--- config.mk ---
export PLATFORM = sky130hd
export DESIGN_NAME = imem_port_arbiter
export DESIGN_NICKNAME = d
export VERILOG_FILES = /design/src/rtl/imem_arb_pkg.sv /design/src/rtl/arb_prio_sel.sv /design/src/rtl/imem_port_arbiter.sv
export SDC_FILE = /design/constraint.sdc
export NUM_CORES = 1
export LEC_CHECK = 0
export ABC_AREA = 1
export BUFFER_PORTS_ARGS = -buffer_cell sky130_fd_sc_hd__buf_2
export CAP_MARGIN = 20
export CORE_AREA = 8 8 99 101
export CTS_BUF_LIST = sky130_fd_sc_hd__clkbuf_4 sky130_fd_sc_hd__clkbuf_8 sky130_fd_sc_hd__clkbuf_16
export CTS_CLUSTER_SIZE = 12
export DETAILED_ROUTE_END_ITERATION = 8
export DIE_AREA = 0 0 107 109
export PLACE_DENSITY = 0.72
export SETUP_SLACK_MARGIN = 0.05
export SYNTH_ARGS = -nofsm -noshare
export SYNTH_HDL_FRONTEND = slang
export SYNTH_HIERARCHICAL = 1
export SYNTH_SLANG_ARGS = --single-unit
--- constraint.sdc ---
create_clock -name clk -period 2.3 [get_ports clk]
set_clock_uncertainty 0.05 [all_clocks]
set_input_delay 0 -clock clk [delete_from_list [all_inputs] [get_ports clk]]
set_output_delay 0 -clock clk [all_outputs]
set_load 0.1 [all_outputs]
--- src/rtl/imem_arb_pkg.sv ---
// imem_arb_pkg: arbiter FSM encodings and the instruction memory range check.
package imem_arb_pkg;
    typedef enum logic [1:0] {IDLE, BUSY_F, BUSY_L} arb_state_e;
    localparam logic [1:0] ARB_IDLE   = IDLE;
    localparam logic [1:0] ARB_BUSY_F = BUSY_F;
    localparam logic [1:0] ARB_BUSY_L = BUSY_L;
    function automatic logic addr_ok(input logic [63:0] addr, input logic [63:0] mem_bytes);
        return addr <= mem_bytes - 64'd4;
    endfunction
endpackage

--- src/rtl/arb_prio_sel.sv ---
// arb_prio_sel: fetch/load grant select; fixed load-first, or round-robin when IMEM_ARB_RR_EN is defined.
module arb_prio_sel (
    input  logic clk,
    input  logic rst_n,
    input  logic en,
    input  logic req_f,
    input  logic req_l,
    output logic gnt_f,
    output logic gnt_l
);
`ifdef IMEM_ARB_RR_EN
    logic prio_l;
    // Priority passes to the loser only when both sides contended.
    always_ff @(posedge clk or negedge rst_n)
        if (!rst_n) prio_l <= 1'b1;
        else if (en && req_f && req_l) prio_l <= ~prio_l;
    assign gnt_l = en && req_l && (!req_f || prio_l);
`else
    logic unused_clk_rst;
    assign unused_clk_rst = clk ^ rst_n;
    assign gnt_l = en && req_l;
`endif
    assign gnt_f = en && req_f && !gnt_l;
endmodule

--- src/rtl/imem_port_arbiter.sv ---
// imem_port_arbiter: shares the 1-cycle single-port imem between fetch and loader.
// IMEM_ARB_RR_EN selects round-robin instead of fixed load-over-fetch priority.
module imem_port_arbiter
    import imem_arb_pkg::*;
#(
    parameter int ADDR_W    = 32,
    parameter int DATA_W    = 32,
    parameter int MEM_BYTES = 131072
) (
    input  logic              clk,
    input  logic              rst_n,
    input  logic              f_req,
    input  logic [ADDR_W-1:0] f_addr,
    output logic              f_gnt,
    input  logic              f_flush,
    output logic              f_rsp_valid,
    output logic [DATA_W-1:0] f_rsp_data,
    output logic              f_rsp_err,
    input  logic              f_rsp_ready,
    input  logic              l_req,
    input  logic              l_we,
    input  logic [ADDR_W-1:0] l_addr,
    input  logic [DATA_W-1:0] l_wdata,
    output logic              l_gnt,
    output logic              l_rsp_valid,
    output logic [DATA_W-1:0] l_rsp_data,
    input  logic              l_rsp_ready,
    output logic [ADDR_W-1:0] mem_addr,
    output logic              mem_we,
    output logic [DATA_W-1:0] mem_wdata,
    output logic              mem_stall,
    input  logic [DATA_W-1:0] mem_rdata
);
    logic [1:0]        state;
    logic              err_q;
    logic              zero_q;
    logic [ADDR_W-1:0] addr_q;
    logic              f_ok;
    logic              l_ok;
    logic              free;

    assign f_ok = addr_ok(64'(f_addr), 64'(MEM_BYTES)) && f_addr[1:0] == 2'b00;
    assign l_ok = addr_ok(64'(l_addr), 64'(MEM_BYTES));

    assign f_rsp_valid = state == ARB_BUSY_F;
    assign l_rsp_valid = state == ARB_BUSY_L;
    assign f_rsp_err   = f_rsp_valid && err_q;
    assign f_rsp_data  = (f_rsp_valid && !err_q) ? mem_rdata : '0;
    assign l_rsp_data  = (l_rsp_valid && !zero_q) ? mem_rdata : '0;

    // A flushed fetch frees the port in the same cycle so the loader can take it.
    assign free = state == ARB_IDLE
               || (f_rsp_valid && (f_rsp_ready || f_flush))
               || (l_rsp_valid && l_rsp_ready);

    arb_prio_sel u_sel (
        .clk   (clk),
        .rst_n (rst_n),
        .en    (free),
        .req_f (f_req && !f_flush),
        .req_l (l_req),
        .gnt_f (f_gnt),
        .gnt_l (l_gnt)
    );

    // Holding the address and stalling keeps mem_rdata frozen under back-pressure.
    assign mem_addr  = l_gnt ? l_addr : f_gnt ? f_addr : addr_q;
    assign mem_we    = l_gnt && l_we && l_ok;
    assign mem_wdata = l_gnt ? l_wdata : '0;
    assign mem_stall = !((l_gnt && l_ok) || (f_gnt && f_ok));

    always_ff @(posedge clk or negedge rst_n)
        if (!rst_n) begin
            state  <= ARB_IDLE;
            err_q  <= 1'b0;
            zero_q <= 1'b0;
            addr_q <= '0;
        end else begin
            state  <= l_gnt ? ARB_BUSY_L : f_gnt ? ARB_BUSY_F : free ? ARB_IDLE : state;
            err_q  <= f_gnt ? !f_ok : err_q;
            zero_q <= l_gnt ? (l_we || !l_ok) : zero_q;
            addr_q <= mem_addr;
        end
endmodule

# Yosys cells after proc, flatten, opt, wreduce, memory -nomap -nowiden

Index checks and enable logic that the tools add are counted.
Widths: inputs -> output; s select.

ROM bits: 0
Bits of input ports: 136
Register bits: 36
Logic and storage cells: 45
Output and inout port bits: 135
Memories: 0
Memory bits (writable): 0
Bits in latches: 0

Bitwise logic cells: 0
Divide/modulo/power cells: 0
Shifts and indexed selects: 0
Reductions and logical operators: 29
Mux-type cells: 8
$add $sub $neg: 0
Equality and inequality tests: 2
$mul: 0
Magnitude comparators: 2

Operator list:

| kind                 | number |
|---|---|
| $mux 32              | 5 |
| $le 32x17->1 const B | 2 |
| $logic_and 1x1->1    | 14 |
| $logic_not 1->1      | 7 |
| $mux 2               | 3 |
| $logic_or 1x1->1     | 5 |
| $logic_not 2->1      | 2 |
| $reduce_bool 3->1    | 1 |
| $eq 2x1->1 const B   | 1 |
| $eq 2x2->1 const B   | 1 |

# Logic depth before layout (Yosys ltp)

Word-level depth: 10
Mapped depth: 14
Depth with buffers taken out: 13

# Hierarchy

Netlist, hierarchy kept.

By module, submodules not included:

| module            | cells each | seq. area each (sq um) | area each (sq um) | instances |
|---|---|---|---|---|
| imem_port_arbiter | 422        | 900.9                  | 2549.9            | 1 |
| arb_prio_sel      | 6          | 0.0                    | 25.0              | 1 |

# Least setup slack after synthesis

OpenSTA, ideal clock, no wires.

Kind: register to register
Start point: register state[1]
End point: register addr_q[0]
Period minus slack after synthesis: 5.204 ns
Setup time: 0.353 ns
Arrival time: 4.801 ns
Cell stages (with the launch flop): 10
Buffers on the path: 1
Required time: 1.897 ns
Path slack: -2.904 ns
Cells stage by stage: dfrtp_1 inv_2 nor2_4 nand2_1 nand2_1 nand2_1 nor2_2 buf_2 nand2_1 o21ai_0

Elaborated cells on any way between the ends: 13
Those cells by class: 2 x eq/ne; 2 x mux; 9 x reduce/logical

RTL lines:

| element                | RTL line                | text |
|---|---|---|
| start, declared        | imem_port_arbiter.sv:34 | `logic [1:0] state;` |
| start signal, assigned | imem_port_arbiter.sv:79 | `state <= l_gnt ? ARB_BUSY_L : f_gnt ? ARB_BUSY_F : free ? ARB_IDLE : state;` |
| $eq 2x2->1 *           | imem_port_arbiter.sv:46 | `assign l_rsp_valid = state == ARB_BUSY_L;` |
| via l_rsp_valid        | imem_port_arbiter.sv:25 | `output logic l_rsp_valid,` |
| $logic_and 1x1->1 *    | imem_port_arbiter.sv:54 | `\|\| (l_rsp_valid && l_rsp_ready);` |
| $logic_or 1x1->1 *     | imem_port_arbiter.sv:54 |  |
| via free               | imem_port_arbiter.sv:40 | `logic free;` |
| $logic_and 1x1->1      | arb_prio_sel.sv:21      | `assign gnt_l = en && req_l;` |
| $logic_not 1->1        | arb_prio_sel.sv:23      | `assign gnt_f = en && req_f && !gnt_l;` |
| $logic_and 1x1->1 *    | arb_prio_sel.sv:23      |  |
| via f_gnt              | imem_port_arbiter.sv:14 | `output logic f_gnt,` |
| $mux 32 * (2 in a row) | imem_port_arbiter.sv:67 | `assign mem_addr = l_gnt ? l_addr : f_gnt ? f_addr : addr_q;` |
| via mem_addr[0]        | imem_port_arbiter.sv:28 | `output logic [ADDR_W-1:0] mem_addr,` |
| end signal, assigned   | imem_port_arbiter.sv:82 | `addr_q <= mem_addr;` |
| end, declared          | imem_port_arbiter.sv:37 | `logic [ADDR_W-1:0] addr_q;` |

Mark *: on every way through the listed nets, which the timed path passes. The rest lies on a longest branch.
A chain may end at the register's enable or synchronous reset.

# Worst setup path in the final report

Start point: register state[0]
End point: output port mem_addr[24]

Longest elaborated chain between the ends: 9
Elaborated cells on any way between the ends: 13
Those cells by class: 2 x eq/ne; 2 x mux; 9 x reduce/logical

RTL lines:

| element            | RTL line                | text |
|---|---|---|
| $eq 2x1->1         | imem_port_arbiter.sv:45 | `assign f_rsp_valid = state == ARB_BUSY_F;` |
| $logic_and 1x1->1  | imem_port_arbiter.sv:53 | `\|\| (f_rsp_valid && (f_rsp_ready \|\| f_flush))` |
| $logic_or 1x1->1   | imem_port_arbiter.sv:53 |  |
| $logic_or 1x1->1 * | imem_port_arbiter.sv:54 |  |
| via free           | imem_port_arbiter.sv:40 |  |
| $logic_and 1x1->1  | arb_prio_sel.sv:21      |  |
| $logic_not 1->1    | arb_prio_sel.sv:23      |  |
| $logic_and 1x1->1  | arb_prio_sel.sv:23      |  |
| $mux 32            | imem_port_arbiter.sv:67 |  |
| $mux 32 *          | imem_port_arbiter.sv:67 |  |
| end, declared      | imem_port_arbiter.sv:28 |  |

Marks and branches as above.

==> results_tabular.tex <==
\begin{tabular}{lr}
\hline
Metric & Value \\
\hline
\multicolumn{2}{l}{\textbf{STA}} \\
Share of the cycle needed by the critical path after routing & 101\% \\
Final hold violations & 0 \\
Remaining max-slew budget at the tightest pin & 42.6\% \\
Max Slew Vio Count & 0 \\
Worst hold slack after final layout & 15.3 ps \\
Final worst-path setup slack & -30.0 ps \\
Final period demand of the worst path & 2330 ps \\
Setup repair after global routing missed its margin & true \\
Highest clock rate & 0.429 GHz \\
Final setup fails & 5 \\
Transition time at the pin with the least slew margin & 860 ps \\
\multicolumn{2}{l}{\textbf{Floorplan}} \\
DIE WIDTH & 107 µm \\
Die outline area & 11700 µm² \\
Number of ports placed on the die boundary & 271 \\
Starting density of the core & 30.7\% \\
Cell row count & 34 \\
Vert. Die Dim & 109 µm \\
Placeable core area & 8380 µm² \\
\multicolumn{2}{l}{\textbf{Worst hold path}} \\
Class of the most critical hold timing path & input pin to flip-flop \\
\multicolumn{2}{l}{\textbf{Worst setup path}} \\
Number of gates on the worst path with buffers counted & 10 \\
Max incr delay on CP & 430 ps \\
Buffers plus inverters on the worst setup path & 4 \\
Most frequent CP cell & sky130\_fd\_sc\_hd\_\_nand2\_2 \\
Path depth of the worst reg2reg path & 10 \\
Crit path capture type & output port \\
Slowest stage cell on the critical path & sky130\_fd\_sc\_hd\_\_dfrtp\_1 \\
Worst setup path class & flip-flop to output port \\
Worst R2R End & addr\_q[26]\$\_DFF\_PN0\_ \\
Maximum fanout along the worst path & 17 \\
Reg-to-reg slack, setup & 320 ps \\
Launch instance of the worst register-to-register path & state[0]\$\_DFFE\_PN0P\_ \\
Launching instance or port of the critical path & state[0]\$\_DFFE\_PN0P\_ \\
Worst path cell trace & inv\_2 > o31ai\_4 > nand2\_2 > nand2\_2 > clkinvlp\_4 > nor2\_4 > buf\_8 > a22oi\_1 > o21ai\_4 > buf\_12 \\
Setup crit end & mem\_addr[24] \\
WP data required & 2250 ps \\
Data arrival time of the worst path & 2280 ps \\
Critical path startpoint category & flip-flop \\
Family with the most delay on the worst path & buffers and inverters \\
\multicolumn{2}{l}{\textbf{Clocking}} \\
Root buffer cell & sky130\_fd\_sc\_hd\_\_clkbuf\_8 \\
Clock tree from TritonCTS & yes \\
Clock Sink Count & 36 \\
TritonCTS buffer count & 5 \\
Clock-pin slew reported for the worst setup and hold paths after clock tree synthesis & 70 ps \\
Clk\_lat worst skew & 290 ps \\
Clock tree buffer depth & 2 \\
Maximum level of the CTS H-tree & 2 \\
\multicolumn{2}{l}{\textbf{Global route}} \\
Wire length of the first global-routing pass & 20900 µm \\
Pin count of the biggest net entering global routing & 37 \\
Vias in the first global route & 4161 \\
Initial antenna violation count & 0 \\
All-layer global routing usage & 22.3\% \\
Congestion Overflow GR & 0 \\
\multicolumn{2}{l}{\textbf{Power}} \\
PnR Total Power & 0.00520 W \\
Worst ir drop on vdd & 0.853 mV \\
Static leakage & 3.17 nW \\
Power Density & 828 nW/µm² \\
\multicolumn{2}{l}{\textbf{Final layout}} \\
Count of nets after finishing & 886 \\
Synth-to-Final Area Change & 144\% \\
Filler cell count in the final layout & 543 \\
Core utilization of the finished layout & 75.0\% \\
Final Instance Area & 6280 µm² \\
Number of diodes added for antenna fixing & 0 \\
Share of post-route cells with drive strength above 1 & 62.5\% \\
\multicolumn{2}{l}{\textbf{Place}} \\
Standard cell area after detailed placement & 5450 µm² \\
Gpl congestion & 0.814 \\
Hpwl dp & 11000 µm \\
Port Buffer Count & 270 \\
\multicolumn{2}{l}{\textbf{Synth}} \\
Synthesized instance count & 428 \\
Portion of the post-synthesis area used by sequential elements & 35.0\% \\
Number of warning messages in the yosys log & 6 \\
Synth async-reset ratio & 100\% \\
Average footprint of a synthesized cell & 6.02 µm² \\
Netlist Area Pre-Place & 2570 µm² \\
Number of synthesized flops with an enable pin & 0 \\
Top cell type's share of synthesized area & 35.0\% \\
Biggest area contributors in the synthesized netlist & sky130\_fd\_sc\_hd\_\_dfrtp\_1 35\%, sky130\_fd\_sc\_hd\_\_nand2\_1 15\%, sky130\_fd\_sc\_hd\_\_inv\_1 14\% \\
Syn Nets & 564 \\
Cell accounting for the most synthesized area & sky130\_fd\_sc\_hd\_\_dfrtp\_1 \\
Most used DFF post-synth & sky130\_fd\_sc\_hd\_\_dfrtp\_1 \\
Ranking of synthesized cells by instance count & 106 x sky130\_fd\_sc\_hd\_\_nand2\_1, 99 x sky130\_fd\_sc\_hd\_\_inv\_1, 84 x sky130\_fd\_sc\_hd\_\_nor2\_1 \\
Flops \& latches, synth & 36 \\
Most frequent cell after synthesis & sky130\_fd\_sc\_hd\_\_nand2\_1 \\
Number of distinct standard cells referenced by the synthesized netlist & 20 \\
\multicolumn{2}{l}{\textbf{Drt}} \\
DR vias & 4033 \\
Number of DRC markers in iteration 0 & 201 \\
Routed length per instance & 16.5 µm \\
Initial DRT Pass Iterations & 4 \\
Remaining antenna violation count after routing & 0 \\
Wirelength, routed & 14200 µm \\
Post-detailed-route DRC marker count & 0 \\
Via density & 4.69 \\
\multicolumn{2}{l}{\textbf{Status}} \\
Status & complete, but fails checks \\
Violations in the final reports & setup timing \\
\multicolumn{2}{l}{\textbf{Job}} \\
Count of maximum capacitance violations & 0 \\
\hline
\end{tabular}
## flip-flops by register name, indices dropped and copies added, names as in the netlist
signal	cells
addr_q	32
err_q	1
state	2
zero_q	1
## layout by cell type, fill, tap and decap left out, types with 8 or more instances in the layout
| cell | synthesis | routed |
|---|---|---|
| sky130_fd_sc_hd__buf_12 | 0 | 38 |
| sky130_fd_sc_hd__buf_2 | 18 | 203 |
| sky130_fd_sc_hd__buf_4 | 1 | 31 |
| sky130_fd_sc_hd__clkbuf_4 | 0 | 15 |
| sky130_fd_sc_hd__clkinvlp_4 | 0 | 34 |
| sky130_fd_sc_hd__dfrtp_1 | 36 | 36 |
| sky130_fd_sc_hd__dlygate4sd3_1 | 0 | 44 |
| sky130_fd_sc_hd__inv_1 | 99 | 64 |
| sky130_fd_sc_hd__nand2_1 | 106 | 83 |
| sky130_fd_sc_hd__nand2_2 | 0 | 21 |
| sky130_fd_sc_hd__nand3_1 | 41 | 18 |
| sky130_fd_sc_hd__nand3_2 | 0 | 8 |
| sky130_fd_sc_hd__nand3_4 | 0 | 15 |
| sky130_fd_sc_hd__nor2_1 | 84 | 16 |
| sky130_fd_sc_hd__nor2_2 | 3 | 34 |
| sky130_fd_sc_hd__nor2_4 | 2 | 39 |
| sky130_fd_sc_hd__o211ai_1 | 10 | 10 |
## through the flow
| step | setup WS (ps) | TNS [ps] | instances |
|---|---|---|---|
| after floorplan | -1390 | -68070 | 428 |
| after global placement | 196 | 0 | 796 |
| after detailed placement | 117 | 0 | 796 |
| after CTS | 34.4 | 0 | 849 |
| after global routing | -132 | -2450 | 859 |
| final | -30.0 | -72.3 | 859 |
## cell type report
type	count	area [µm²]	share of cell area, %
timing repair buffer	337	2670	42.5
multi-input combinational	269	1970	31.4
sequential	36	901	14.3
inverter	101	505	8.05
tap	108	135	2.15
clock buffer	7	90.1	1.43
clock inverter	1	7.51	0.119
## repair_timing
item | CTS | global route
endpoints found under the hold margin | 59 | 1
setup buffers | 2 | 9
hold buffers | 43 | 1
pin swaps | 1 | 3
resized for setup | 11 | 67
setup endpoints to repair | 66 | 66
## kinds of logic after synthesis
kind of cell | share of synthesized area [%]
buffers and inverters | 19.0
AOI/OAI and AO/OA | 6.75
DFF | 35.0
and+or+nand+nor | 39.3
## how the worst min path moves through the flow
stage | cells after the start | slack [ps] | end | start
detailed placement | 1 | 110 | addr_q[13]$_DFF_PN0_ | rst_n
global route | 3 | 40 | addr_q[24]$_DFF_PN0_ | f_addr[24]
floorplan | 0 | -350 | addr_q[0]$_DFF_PN0_ | rst_n
global placement | 1 | 100 | addr_q[13]$_DFF_PN0_ | rst_n
finish | 5 | 20 | zero_q$_DFFE_PN0P_ | l_we
CTS | 3 | 1 | addr_q[24]$_DFF_PN0_ | f_addr[24]
## worst register-to-register path: cells and delay by family, from the launching register on
kind / cells / cell delay, ps
simple gates: 4 / 450
compound gates: 2 / 400
buf+inv: 4 / 590
flops: 1 / 430
## report_power, final
group / internal, W / switching [W]
logic: 0.00124 / 0.00259
clock network: 0.000256 / 0.000247
registers: 0.000800 / 0.0000677
total: 0.00229 / 0.00291
## per-layer routing
metal,track usage [%],share of wire (%),vias up
li1,-,-,1910
met1,22.1,33,1856
met2,41.9,54,229
met3,7.68,11,38
met4,8.34,2.8,0
met5,0,0,-
(Power assumes the default switching activity.)
